===== src/rtl/wb_uart_arbiter_if.sv =====
// wb_uart_arbiter_if: one Wishbone link (request, write data, read data, ack, err).
interface wb_uart_arbiter_if;
  logic [31:0] adr;
  logic [31:0] wdat;
  logic [31:0] rdat;
  logic [3:0] sel;
  logic we;
  logic cyc;
  logic stb;
  logic ack;
  logic err;
  modport master (output adr, wdat, sel, we, cyc, stb, input rdat, ack, err);
  modport slave (input adr, wdat, sel, we, cyc, stb, output rdat, ack, err);
endinterface


===== src/rtl/wb_uart_arbiter.sv =====
// wb_uart_arbiter: round-robin two-master Wishbone arbiter in front of the UART slave.
// Define UART_ARB_WATCHDOG_EN to build the stalled-strobe watchdog.
module wb_uart_arbiter #(
  parameter int unsigned TIMEOUT_CYCLES = 255
) (
  input logic clk_i,
  input logic rst,
  wb_uart_arbiter_if.slave m0,
  wb_uart_arbiter_if.slave m1,
  wb_uart_arbiter_if.master s
);
  typedef enum logic [1:0] {IDLE, OWN0, OWN1} state_t;
  state_t state, state_nx;
  logic last, own0, own1, ostb, fire;
  assign own0 = state == OWN0;
  assign own1 = state == OWN1;
  always_ff @(posedge clk_i or posedge rst)
    if (rst) begin
      state <= IDLE;
      last <= 1'b1;
    end else begin
      state <= state_nx;
      if (state != IDLE && state_nx == IDLE) last <= own1;
    end
  // Tenures always end in IDLE, so the other master waits at least one idle cycle.
  always_comb begin
    state_nx = state;
    if (state == IDLE)
      state_nx = (m0.cyc && (!m1.cyc || last)) ? OWN0 : m1.cyc ? OWN1 : IDLE;
    else if (own0)
      state_nx = m0.cyc ? OWN0 : IDLE;
    else
      state_nx = m1.cyc ? OWN1 : IDLE;
  end
  assign ostb = own0 ? m0.stb : own1 ? m1.stb : 1'b0;
  assign s.adr = own0 ? m0.adr : own1 ? m1.adr : '0;
  assign s.wdat = own0 ? m0.wdat : own1 ? m1.wdat : '0;
  assign s.sel = own0 ? m0.sel : own1 ? m1.sel : '0;
  assign s.we = own0 ? m0.we : own1 ? m1.we : 1'b0;
  assign s.cyc = own0 ? m0.cyc : own1 ? m1.cyc : 1'b0;
  assign s.stb = ostb & ~fire;
  assign m0.ack = own0 & s.ack;
  assign m1.ack = own1 & s.ack;
  assign m0.rdat = own0 ? s.rdat : '0;
  assign m1.rdat = own1 ? s.rdat : '0;
  assign m0.err = own0 & fire;
  assign m1.err = own1 & fire;
`ifdef UART_ARB_WATCHDOG_EN
  logic stall;
  logic [15:0] cnt;
  assign stall = ostb & ~s.ack;
  // fire lands on the TIMEOUT_CYCLES-th consecutive stalled cycle
  assign fire = stall && cnt == 16'(TIMEOUT_CYCLES - 1);
  always_ff @(posedge clk_i or posedge rst)
    if (rst) cnt <= '0;
    else cnt <= (stall && !fire) ? cnt + 16'd1 : '0;
`else
  assign fire = 1'b0;
`endif
endmodule


===== src/flat_wrapper.sv =====
// flat-port wrapper written by rule: the top's interface ports become plain ports
module wb_uart_arbiter_flat 
#(
  parameter int unsigned TIMEOUT_CYCLES = 255
)
  (clk_i, rst, m0_adr, m0_wdat, m0_sel, m0_we, m0_cyc, m0_stb, m0_rdat, m0_ack, m0_err, m1_adr, m1_wdat, m1_sel, m1_we, m1_cyc, m1_stb, m1_rdat, m1_ack, m1_err, s_adr, s_wdat, s_sel, s_we, s_cyc, s_stb, s_rdat, s_ack, s_err);
  wb_uart_arbiter_if m0_i ();
  wb_uart_arbiter_if m1_i ();
  wb_uart_arbiter_if s_i ();
  input logic clk_i;
  input logic rst;
  input wire logic [$bits(m0_i.adr)-1:0] m0_adr;
  input wire logic [$bits(m0_i.wdat)-1:0] m0_wdat;
  input wire logic [$bits(m0_i.sel)-1:0] m0_sel;
  input wire logic [$bits(m0_i.we)-1:0] m0_we;
  input wire logic [$bits(m0_i.cyc)-1:0] m0_cyc;
  input wire logic [$bits(m0_i.stb)-1:0] m0_stb;
  output wire logic [$bits(m0_i.rdat)-1:0] m0_rdat;
  output wire logic [$bits(m0_i.ack)-1:0] m0_ack;
  output wire logic [$bits(m0_i.err)-1:0] m0_err;
  input wire logic [$bits(m1_i.adr)-1:0] m1_adr;
  input wire logic [$bits(m1_i.wdat)-1:0] m1_wdat;
  input wire logic [$bits(m1_i.sel)-1:0] m1_sel;
  input wire logic [$bits(m1_i.we)-1:0] m1_we;
  input wire logic [$bits(m1_i.cyc)-1:0] m1_cyc;
  input wire logic [$bits(m1_i.stb)-1:0] m1_stb;
  output wire logic [$bits(m1_i.rdat)-1:0] m1_rdat;
  output wire logic [$bits(m1_i.ack)-1:0] m1_ack;
  output wire logic [$bits(m1_i.err)-1:0] m1_err;
  output wire logic [$bits(s_i.adr)-1:0] s_adr;
  output wire logic [$bits(s_i.wdat)-1:0] s_wdat;
  output wire logic [$bits(s_i.sel)-1:0] s_sel;
  output wire logic [$bits(s_i.we)-1:0] s_we;
  output wire logic [$bits(s_i.cyc)-1:0] s_cyc;
  output wire logic [$bits(s_i.stb)-1:0] s_stb;
  input wire logic [$bits(s_i.rdat)-1:0] s_rdat;
  input wire logic [$bits(s_i.ack)-1:0] s_ack;
  input wire logic [$bits(s_i.err)-1:0] s_err;
  assign m0_i.adr = m0_adr;
  assign m0_i.wdat = m0_wdat;
  assign m0_i.sel = m0_sel;
  assign m0_i.we = m0_we;
  assign m0_i.cyc = m0_cyc;
  assign m0_i.stb = m0_stb;
  assign m0_rdat = m0_i.rdat;
  assign m0_ack = m0_i.ack;
  assign m0_err = m0_i.err;
  assign m1_i.adr = m1_adr;
  assign m1_i.wdat = m1_wdat;
  assign m1_i.sel = m1_sel;
  assign m1_i.we = m1_we;
  assign m1_i.cyc = m1_cyc;
  assign m1_i.stb = m1_stb;
  assign m1_rdat = m1_i.rdat;
  assign m1_ack = m1_i.ack;
  assign m1_err = m1_i.err;
  assign s_adr = s_i.adr;
  assign s_wdat = s_i.wdat;
  assign s_sel = s_i.sel;
  assign s_we = s_i.we;
  assign s_cyc = s_i.cyc;
  assign s_stb = s_i.stb;
  assign s_i.rdat = s_rdat;
  assign s_i.ack = s_ack;
  assign s_i.err = s_err;
  wb_uart_arbiter #(.TIMEOUT_CYCLES(TIMEOUT_CYCLES)) u_core (.clk_i(clk_i), .rst(rst), .m0(m0_i), .m1(m1_i), .s(s_i));
endmodule

===== config.mk =====
export PLATFORM = sky130hd
export DESIGN_NAME = wb_uart_arbiter_flat
export DESIGN_NICKNAME = d
export VERILOG_FILES = /design/src/rtl/wb_uart_arbiter_if.sv /design/src/rtl/wb_uart_arbiter.sv /design/src/flat_wrapper.sv
export SDC_FILE = /design/constraint.sdc
export NUM_CORES = 1
export LEC_CHECK = 0
export BUFFER_PORTS_ARGS = -buffer_cell sky130_fd_sc_hd__buf_2
export CORE_AREA = 2 2 122 124
export DETAILED_ROUTE_END_ITERATION = 10
export DIE_AREA = 0 0 124 126
export PLACE_DENSITY = 0.41
export SLEW_MARGIN = 20
export SYNTH_ARGS = -nofsm -noshare
export SYNTH_HDL_FRONTEND = slang
export SYNTH_SLANG_ARGS = --single-unit

===== constraint.sdc =====
create_clock -name clk_i -period 3.8 [get_ports clk_i]
set_input_delay 0.76 -clock clk_i [delete_from_list [all_inputs] [get_ports clk_i]]
set_output_delay 0.76 -clock clk_i [all_outputs]
set_load 0.01 [all_outputs]

Word-level counts from Yosys, hierarchy flattened
Cells that the tools add are included.
{"block": "totals", "reg_bits": 3, "input_bits": 178, "output_inout_bits": 139}
{"block": "classes", "eq_ne": 2, "mux": 19, "n_bitwise": 2, "n_reduce_logical": 7}
{"cell": "32-bit two-way mux", "count": 6}
{"cell": "2-bit two-way mux", "count": 4}
{"cell": "4-bit two-way mux", "count": 2}
{"cell": "1-bit two-way mux", "count": 7}
{"cell": "2-bit logical NOT", "count": 2}
{"cell": "1-bit AND", "count": 2}
{"cell": "2-bit by 1-bit == test with 1-bit output (second input constant)", "count": 1}
{"cell": "2-bit == test (second input constant)", "count": 1}
{"cell": "1-bit logical AND", "count": 2}
{"cell": "2-bit nonzero test", "count": 1}
{"cell": "1-bit logical NOT", "count": 1}
{"cell": "1-bit logical OR", "count": 1}

Depth between registers and ports, before layout
Gate-level depths: netlist (run 1).
{"block": "logic_depth", "ltp_word": 7, "ltp_mapped": 5, "ltp_nobuf": 2}

Least setup slack after synthesis (run 1)
No wires, ideal clock.
{"block": "synth_timing", "kind": "reg-to-output", "from": "register u_core.state[1]", "to": "output s_adr[10]", "arrival_time_ps": 1172, "slack_ps": 1868, "stages_incl_launch_ff": 6, "path_cell_list": "dfrtp_1 > nor2b_1 > buf_6 > buf_8 > buf_6 > a22o_1"}
{"block": "synth_between", "elab_chain_len": 3, "word_cells_on_any_way": 4}
{"item": "start, declared", "line": "wb_uart_arbiter.sv:13", "source": "state_t state, state_nx;"}
{"item": "start signal, assigned", "line": "wb_uart_arbiter.sv:22", "source": "state <= state_nx;"}
{"item": "2-bit == test", "line": "wb_uart_arbiter.sv:16", "source": "assign own1 = state == OWN1;"}
{"item": "32-bit two-way mux", "line": "wb_uart_arbiter.sv:36", "source": "assign s.adr = own0 ? m0.adr : own1 ? m1.adr : '0;"}
{"item": "32-bit two-way mux (*)", "line": "wb_uart_arbiter.sv:36"}
{"item": "end, declared", "line": "flat_wrapper.sv:30", "source": "output wire logic [$bits(s_i.adr)-1:0] s_adr;"}
Mark *: on every way between the ends. The rest lies on a longest branch, timed or not.

Worst setup path after layout (run 1)
{"block": "layout_timing", "from": "register u_core.state[1]", "to": "output s_adr[16]"}
Same word-level chain as after synthesis.

==> results.py, run 1 <==
metrics = {
    "run_status": {
        "status": "finished clean",
    },
    "placement": {
        "numPortBuffers": 313,
        "hpwl_microns": 7588,
        "post_dp_cell_area_sq_um": 3042,
        "place_congestion": 0.7381,
    },
    "die": {
        "core_area_sq_um": 14310,
        "die_h_microns": 126,
        "num_io_pins": 317,
        "start_util_pct": 9.860,
        "rows": 44,
        "dieWidth_microns": 124,
        "die_area_sq_um": 15620,
    },
    "clock_tree": {
        "clk_pin_slew_ps": 30,
        "htreeDepth": 1,
        "clk_latency_ps": 220,
        "cts_root_buf": "clkbuf_16",
        "cts.repair.resized": 0,
        "ctsLongestPathBuffers": 2,
        "cts_tree": "yes",
        "cts_buffers": 3,
        "postCtsSetupBuffers": 0,
        "clock_sinks": 3,
        "cts_hold_buffers": 0,
    },
    "worst_setup_path": {
        "path_cells": "and2b_4 > buf_12 > a22o_1 > buf_2",
        "critPathKind": "flop to output pin",
        "worst_setup_path_start_kind": "flop",
        "r2r_slack_ps": 2910,
        "worst-path-max-fanout": 52,
        "cp_slowest_cell": "and2b_4",
        "arrival_ps": 1920,
        "cp.required_ps": 3040,
        "critPathMaxStageDelay_ps": 630,
        "crit_path_end_kind": "output pin",
    },
    "grt": {
        "grt.total_usage_pct": 9.856,
        "gr-total-overflow": 0,
        "grt_max_degree": 54,
        "grt_first_pass_wirelength_microns": 12080,
        "grt_pass1_vias": 2458,
        "antenna_found_initial": 1,
    },
    "synth": {
        "async_reset_ff_share_pct": 100.0,
        "synthesis.area_sq_um": 1411,
        "avgSynthCellArea_sq_um": 7.974,
        "ys_types": 18,
        "synthFlopType": "dfrtp_1",
        "synth_warnings": 0,
        "ys_seq_area_share_pct": 5.408,
        "netlist_instances": 177,
        "synth_edf_count": 0,
        "ys_ff_latch": 3,
    },
    "timing": {
        "hold_viol": 0,
        "finalCritPeriodShare_pct": 70.55,
        "rsz0062_at_grt": "false",
        "finalWorstPathRequiredPeriod_ps": 2681,
        "setup_viol": 0,
        "fmax_mhz": 373.0,
        "finClkSkew_ps": 1.783,
        "tns_ps": 0,
        "worst_pin_slew_ps": 566.6,
        "max_slew_margin_pct": 62.23,
        "slew_violations": 0,
    },
    "layout": {
        "fin_nets": 653,
        "n_antenna_cell": 0,
        "synthToLayoutAreaGrowth_pct": 121.1,
        "final_core_util_pct": 21.80,
        "drive_gt1_share_pct": 68.14,
        "design_area_sq_um": 3120,
    },
    "routing": {
        "wl_per_cell_microns": 13.43,
        "viasPerCell": 3.910,
        "drtPass1Iterations": 4,
        "drtIter0Drc": 34,
        "drc": 0,
        "vias": 2573,
        "routed_wl_microns": 8839,
        "ant_nets": 0,
    },
    "flow_run": {
        "cap_viol_max_count": 0,
    },
    "power_and_ir_drop": {
        "power.density_nw_per_um2": 280.6,
        "leakage_nw": 1.977,
        "vdd_ir_drop_max_uv": 140.5,
    },
    "worst_hold_path": {
        "hp-class": "input pin to async pin",
    },
}
[synth_stat cells (2+ instances only)]
library cell  number  area (sq um)
a22o_1            71         621.9
and2_1            66         412.9
buf_6             13         146.4
buf_2              5         25.02
buf_4              3         22.52
clkbuf_1           3         11.26
nor2b_1            3         18.77
dfrtp_1            2         50.05
inv_1              2         7.510
[cell usage in the layout, fill, tap and decap left out, drive strengths merged]
master,count
clkbuf,4
dfrtp,2
nor2b,3
mux2i,1
a22o,71
o21a,1
conb,2
dfstp,1
a2bb2oi,1
a21oi,1
inv,2
o31a,1
and2b,1
buf,317
and2,66
[metal layers]
| metal | up-vias | GRT usage, % | share of wire (%) |
|---|---|---|---|
| li1 | 1244 | - | - |
| met1 | 1142 | 11.02 | 38 |
| met2 | 181 | 19.26 | 50 |
| met3 | 4 | 2.129 | 11 |
| met4 | 2 | 1.058 | 0.19 |
| met5 | - | 0 | 0.18 |
[per-stage QoR]
step	worst slack (ps)	hold slack, ps	std cells	power (W)
final	1119	393.0	658	0.0008755
after global routing	950.8	402.9	658	0.0009503
after CTS	1103	390.6	658	0.0008926
after detailed placement	1341	508.2	654	0.0007178
after global placement	1392	505.9	654	0.0007157
after floorplan	1868	468.6	178	0.0004417
[final cells by class]
type | count | area [sq um]
Clock buffer | 4 | 78.83
Fill cell | 1629 | 11190
Inverter | 2 | 7.507
Multi-Input combinational cell | 148 | 1119
Sequential cell | 3 | 76.32
Tap cell | 184 | 230.2
Timing Repair Buffer | 317 | 1609
[where the power goes]
group          internal [W]  switching, W  total [W]
logic              0.000318      0.000341   0.000659
registers         0.0000419    0.00000942  0.0000513
clock network      0.000138     0.0000271   0.000165
total              0.000498      0.000377   0.000876
[worst paths after layout]
path                                   end  depth (start not counted)            start
max                              s_adr[16]                          4  u_core.state[1]
min in group clk_i             u_core.last                          1      u_core.last
min                        u_core.state[1]                          2              rst
max in group asynchronous      u_core.last                          2              rst
min reg2reg                    u_core.last                          1      u_core.last
max reg2reg                u_core.state[1]                          2      u_core.last
[registers in the layout (all words and copies together) (netlist names)]
signal / count
u_core.last: 1
u_core.state: 2
[logic make-up (layout without fill, tap and decap cells)]
group	after synthesis	in the layout	synth area share, %
other	1	2	0.2657
DFF	3	3	5.408
AOI/OAI and AO/OA	75	75	46.19
and+or+nand+nor	70	70	31.29
buffers and inverters	27	323	16.13
muxes	1	1	0.7092
[worst max-delay path: cells and delay by family, from the launching register on]
family | cells | cell delay [ps]
compound gates | 1 | 190
buf+inv | 2 | 420
simple gates | 1 | 630
flops | 1 | 430
Note: power is estimated with default switching activity, not from simulation.
==> run 2, diff against run 1 <==
Settings changed: CORE_AREA 2 2 122 124 to 2 2 124 126, DIE_AREA 0 0 124 126 to 0 0 126 128.
Clock period 3.8 ns to 2.15 ns, I/O delays scaled along.
==> run 2 against run 1 <==
Net effect:
- first-iteration DRC count rose by 56%
- highest routed layer unchanged
- sequential share of layout area about the same
- count of clock-buffer cells in the layout is the same
- setup slack got worse by 1000 ps
- clock skew is 0.93 ps higher
- non-clock buffer count unchanged
==> results.py, run 2 (same netlist as run 1, synthesis figures left out) <==
metrics = {
    "routing": {
        "ant_nets": 0,
        "drc": 0,
        "vias": 2614,
        "drtIter0Drc": 53,
        "viasPerCell": 3.949,
        "wl_per_cell_microns": 14.05,
        "routed_wl_microns": 9304,
        "drtPass1Iterations": 4,
    },
    "power_and_ir_drop": {
        "power.density_nw_per_um2": 503.6,
        "leakage_nw": 1.985,
        "vdd_ir_drop_max_uv": 476.2,
    },
    "layout": {
        "fill_cells": 1704,
        "largest_reg_flops": 2,
        "drive_gt1_share_pct": 68.14,
        "synthToLayoutAreaGrowth_pct": 123.2,
        "final_cell_mix": "313 x buf_2, 71 x a22o_1, 66 x and2_1",
        "reg_top3": "u_core.state x2, u_core.last x1",
        "design_area_sq_um": 3151,
        "fin_nets": 653,
        "regMostFlops": "u_core.state",
        "n_antenna_cell": 0,
        "final_common_cell": "buf_2",
    },
    "die": {
        "num_io_pins": 317,
        "start_util_pct": 9.495,
        "rows": 45,
        "die_area_sq_um": 16130,
        "die_h_microns": 128,
        "core_area_sq_um": 14860,
        "dieWidth_microns": 126,
    },
    "placement": {
        "numPortBuffers": 313,
        "preCtsSetupSlack_ps": 235.6,
        "hpwl_microns": 7566,
        "post_dp_cell_area_sq_um": 3052,
        "place_congestion": 0.7509,
    },
    "clock_tree": {
        "clk_latency_ps": 220,
        "clk_pin_slew_ps": 30,
        "cts_hold_buffers": 0,
        "cts_buffers": 3,
        "clock_sinks": 3,
        "ctsLongestPathBuffers": 2,
        "htreeDepth": 1,
        "cts_root_buf": "clkbuf_16",
        "postCtsSetupBuffers": 0,
        "cts_tree": "yes",
    },
    "grt": {
        "antenna_found_initial": 1,
        "grt.total_usage_pct": 9.485,
        "grt_max_degree": 105,
        "grt_first_pass_wirelength_microns": 12460,
        "gr-total-overflow": 0,
        "grt_pass1_vias": 2432,
    },
    "flow_run": {
        "cap_viol_max_count": 0,
    },
    "worst_setup_path": {
        "r2r_end": "u_core.state[0]",
        "reg2reg_depth": 1,
        "critPathKind": "flop to output pin",
        "r2r_slack_ps": 1260,
        "worst-path-max-fanout": 46,
        "cp.required_ps": 1720,
        "arrival_ps": 1600,
        "worst_setup_path_start_kind": "flop",
        "crit_path_end_kind": "output pin",
        "timing.rr.start": "u_core.state[0]",
    },
    "run_status": {
        "status": "finished clean",
    },
    "timing": {
        "finalWorstPathRequiredPeriod_ps": 2029,
        "rsz0062_at_grt": "false",
        "hold_viol": 0,
        "tns_ps": 0,
        "finalCritPeriodShare_pct": 94.37,
        "setup_viol": 0,
        "fmax_mhz": 492.9,
        "finClkSkew_ps": 2.715,
        "slew_violations": 0,
        "finalWorstSetupSlack_ps": 121.0,
    },
    "worst_hold_path": {
        "hp-class": "input pin to async pin",
    },
}
## run 2: changes by cell type in the layout (fill, tap and decap cells not counted), sizes merged
| cell | delta |
|---|---|
| clkbuf | +1 |
| buf | -1 |
## run 2: layout make-up
class                           count  area (sq um)  share of cell area (%)
Tap cell                          188         235.2                   7.466
Inverter                            2         7.507                  0.2383
Sequential cell                     3         76.32                   2.423
Timing Repair Buffer              317          1634                   51.87
Multi-Input combinational cell    148          1119                   35.50
Clock buffer                        4         78.83                   2.502
## run 2: metrics by stage
step,power (W),hold WS (ps),std cells,utilization (%)
3_5_place_dp,0.001275,309.5,657,20.53
3_3_place_gp,0.001271,303.2,657,20.53
2_1_floorplan,0.0007806,182.9,178,-
6_report,0.001587,73.00,662,21.20
4_1_cts,0.001590,74.70,661,21.09
5_1_grt,0.001705,78.74,662,21.20
## run 2: worst max-delay path by stage
stage	startpoint	endpoint	slack [ps]	cells after the start
2_1_floorplan	u_core.state[1]	s_adr[10]	550	5
3_3_place_gp	u_core.state[1]	s_adr[14]	280	4
3_5_place_dp	u_core.state[1]	s_adr[14]	240	4
4_1_cts	u_core.state[1]	s_wdat[28]	60	4
5_1_grt	u_core.state[1]	s_wdat[1]	30	4
6_report	u_core.state[1]	s_adr[14]	120	4
## run 2: what timing repair did
| item | 4_1_cts | 5_1_grt |
|---|---|---|
| endpoints found under the setup margin | 1 | 3 |
| gates resized for setup | 1 | 2 |
| pin swaps | 0 | 0 |
| cloned | 0 | 1 |
## run 2: power by group
| part | internal, W | switching, W | total [W] | leakage (nW) |
|---|---|---|---|---|
| logic | 0.000576 | 0.000624 | 0.00120 | 1.91 |
| clock network | 0.000245 | 0.0000509 | 0.000296 | 0.0382 |
| registers | 0.0000740 | 0.0000164 | 0.0000904 | 0.0357 |
## run 2: worst max-delay path, cell delays in order, from the launching register on
cell and delay, ps:
dfrtp_1 430, and2b_4 300, buf_6 260, a22o_1 220, buf_2 140
## run 2: per-layer routing
layer / part of all wire (%) / GRT usage (%) / routed length, microns / vias to the layer above
met1: 41 / 11.64 / 3807 / 1192
met3: 10 / 2.838 / 970 / 2
met5: 0.17 / 0 / 16 / -
li1: - / - / - / 1246
met4: 0.021 / 0.3878 / 2 / 2
met2: 48 / 17.24 / 4507 / 172
==> run 3, diff against run 2 <==
Settings changed: PLACE_DENSITY 0.41 to not set, PLACE_DENSITY_LB_ADDON set to 0.12.
==> run 3 against run 2 <==
Net effect:
- clock skew hardly changed
- combinational power is 3% lower
- critical path depth stayed put
- clock power is 2% higher
- setup slack better by 57 ps
- non-clock buffer count stayed put
- count of clock-buffer cells in the layout stayed put
- register-to-register slack hardly changed
==> results.py, run 3 (same netlist as run 1, synthesis figures left out) <==
metrics = {
    "routing": {
        "routed_wl_microns": 7907,
        "ant_nets": 0,
        "vias": 2533,
        "viasPerCell": 3.826,
        "wl_per_cell_microns": 11.94,
        "drtIter0Drc": 48,
        "drc": 0,
        "drtPass1Iterations": 4,
    },
    "grt": {
        "gr-total-overflow": 0,
        "grt_first_pass_wirelength_microns": 11230,
        "grt.total_usage_pct": 8.289,
        "grt_max_degree": 56,
        "grt_pass1_vias": 2328,
        "antenna_found_initial": 0,
    },
    "power_and_ir_drop": {
        "power.density_nw_per_um2": 489.9,
        "total_power_w": 0.001550,
        "p_int_w": 0.0009034,
        "sw_frac_of_total_pct": 41.70,
        "pwr-share-comb_pct": 74.8,
        "clkPwrFrac_pct": 19.4,
        "switching_power_w": 0.0006462,
        "vdd_ir_drop_max_uv": 181.9,
        "leakage_nw": 1.987,
        "seq_power_share_pct": 5.8,
    },
    "timing": {
        "finClkSkew_ps": 2.618,
        "rsz0062_at_grt": "false",
        "slew_violations": 0,
        "hold_viol": 0,
        "tns_ps": 0,
        "fmax_mhz": 507.2,
        "setup_viol": 0,
        "finalCritPeriodShare_pct": 91.70,
        "finalWorstPathRequiredPeriod_ps": 1972,
    },
    "worst_setup_path": {
        "cp-endpoint": "s_adr[31]",
        "path_cells": "and2b_4 > buf_12 > a22o_1 > buf_2",
        "critPathMaxStageDelay_ps": 430,
        "cp_slowest_cell": "dfrtp_1",
        "startpoint": "u_core.state[1]",
        "crit_path_end_kind": "output pin",
        "r2r_slack_ps": 1260,
        "reg2reg_depth": 1,
        "timing.rr.start": "u_core.state[0]",
        "critPathTopFamily": "flip-flops",
        "cp_num_buf_inv": 2,
        "cp.required_ps": 1720,
        "worst_setup_path_start_kind": "flop",
        "worst-path-max-fanout": 48,
        "r2r_end": "u_core.state[0]",
        "critPathKind": "flop to output pin",
        "path_depth": 4,
        "arrival_ps": 1540,
    },
    "clock_tree": {
        "ctsLongestPathBuffers": 2,
        "clock_sinks": 3,
        "cts_root_buf": "clkbuf_16",
        "cts_buffers": 3,
        "cts.repair.resized": 0,
        "htreeDepth": 1,
        "clk_pin_slew_ps": 30,
        "postCtsSetupBuffers": 0,
        "clk_latency_ps": 230,
        "cts_tree": "yes",
        "cts_hold_buffers": 0,
    },
    "layout": {
        "n_antenna_cell": 0,
        "drive_gt1_share_pct": 68.14,
        "final_cell_mix": "313 x buf_2, 71 x a22o_1, 66 x and2_1",
        "synthToLayoutAreaGrowth_pct": 124.1,
        "final_common_cell": "buf_2",
        "fill_cells": 1695,
        "final-seq-area_sq_um": 76.32,
        "largest_reg_flops": 2,
        "final_core_util_pct": 21.28,
        "reg_top3": "u_core.state x2, u_core.last x1",
        "fin_nets": 653,
        "regMostFlops": "u_core.state",
        "multi_input_area_sq_um": 1119,
    },
    "die": {
        "start_util_pct": 9.495,
        "die_h_microns": 128,
        "die_area_sq_um": 16130,
        "dieWidth_microns": 126,
        "rows": 45,
        "num_io_pins": 317,
        "core_area_sq_um": 14860,
    },
    "placement": {
        "numPortBuffers": 313,
        "hpwl_microns": 6673,
        "place_congestion": 0.7169,
    },
    "flow_run": {
        "cap_viol_max_count": 0,
    },
    "worst_hold_path": {
        "hp-class": "input pin to async pin",
    },
    "run_status": {
        "status": "finished clean",
    },
}
-- run 3: changes by cell type in the layout (fill, tap and decap cells not counted), sizes merged --
cell	delta
clkbuf	-1
buf	+1
-- run 3: power groups by stage --
stage / Sequential (W) / Combinational (W) / Clock (W)
after floorplan: 0.0000846 / 0.000696 / 0
after global placement: 0.0000915 / 0.00119 / 0
after detailed placement: 0.0000905 / 0.00118 / 0
after CTS: 0.0000901 / 0.00119 / 0.000306
after global routing: 0.0000931 / 0.00126 / 0.000312
final: 0.0000899 / 0.00116 / 0.000301
-- run 3: through the flow --
step                worst slack [ps]  hold WS [ps]  instances  area (sq um)
finish                         178.4         61.28        662          3163
detailed placement             412.9         299.4        658          3084
CTS                            158.3         60.94        662          3163
floorplan                      548.0         182.9        178          1415
global route                   87.95         71.58        662          3163
global placement               402.6         304.5        658          3084
-- run 3: cell type report --
type | count | share of cell area [%]
timing repair buffer | 317 | 52.06
multi-input combinational | 148 | 35.36
tap | 188 | 7.437
clock buffer | 4 | 2.492
sequential | 3 | 2.413
inverter | 2 | 0.2373
-- run 3: layer usage --
metal  share of wire (%)  global-route usage [%]
met2                  54                   17.05
met3                  10                   1.753
met4                0.70                   1.745
met1                  35                   8.482
met5                   0                       0
-- run 3: how the worst min path moves through the flow --
stage,startpoint,to,slack (ps),depth (start not counted)
3_5_place_dp,rst,u_core.state[1],300,2
5_1_grt,rst,u_core.state[1],70,2
4_1_cts,rst,u_core.state[1],60,2
2_1_floorplan,rst,u_core.state[0],180,1
6_report,rst,u_core.state[1],60,2
3_3_place_gp,rst,u_core.state[0],300,2
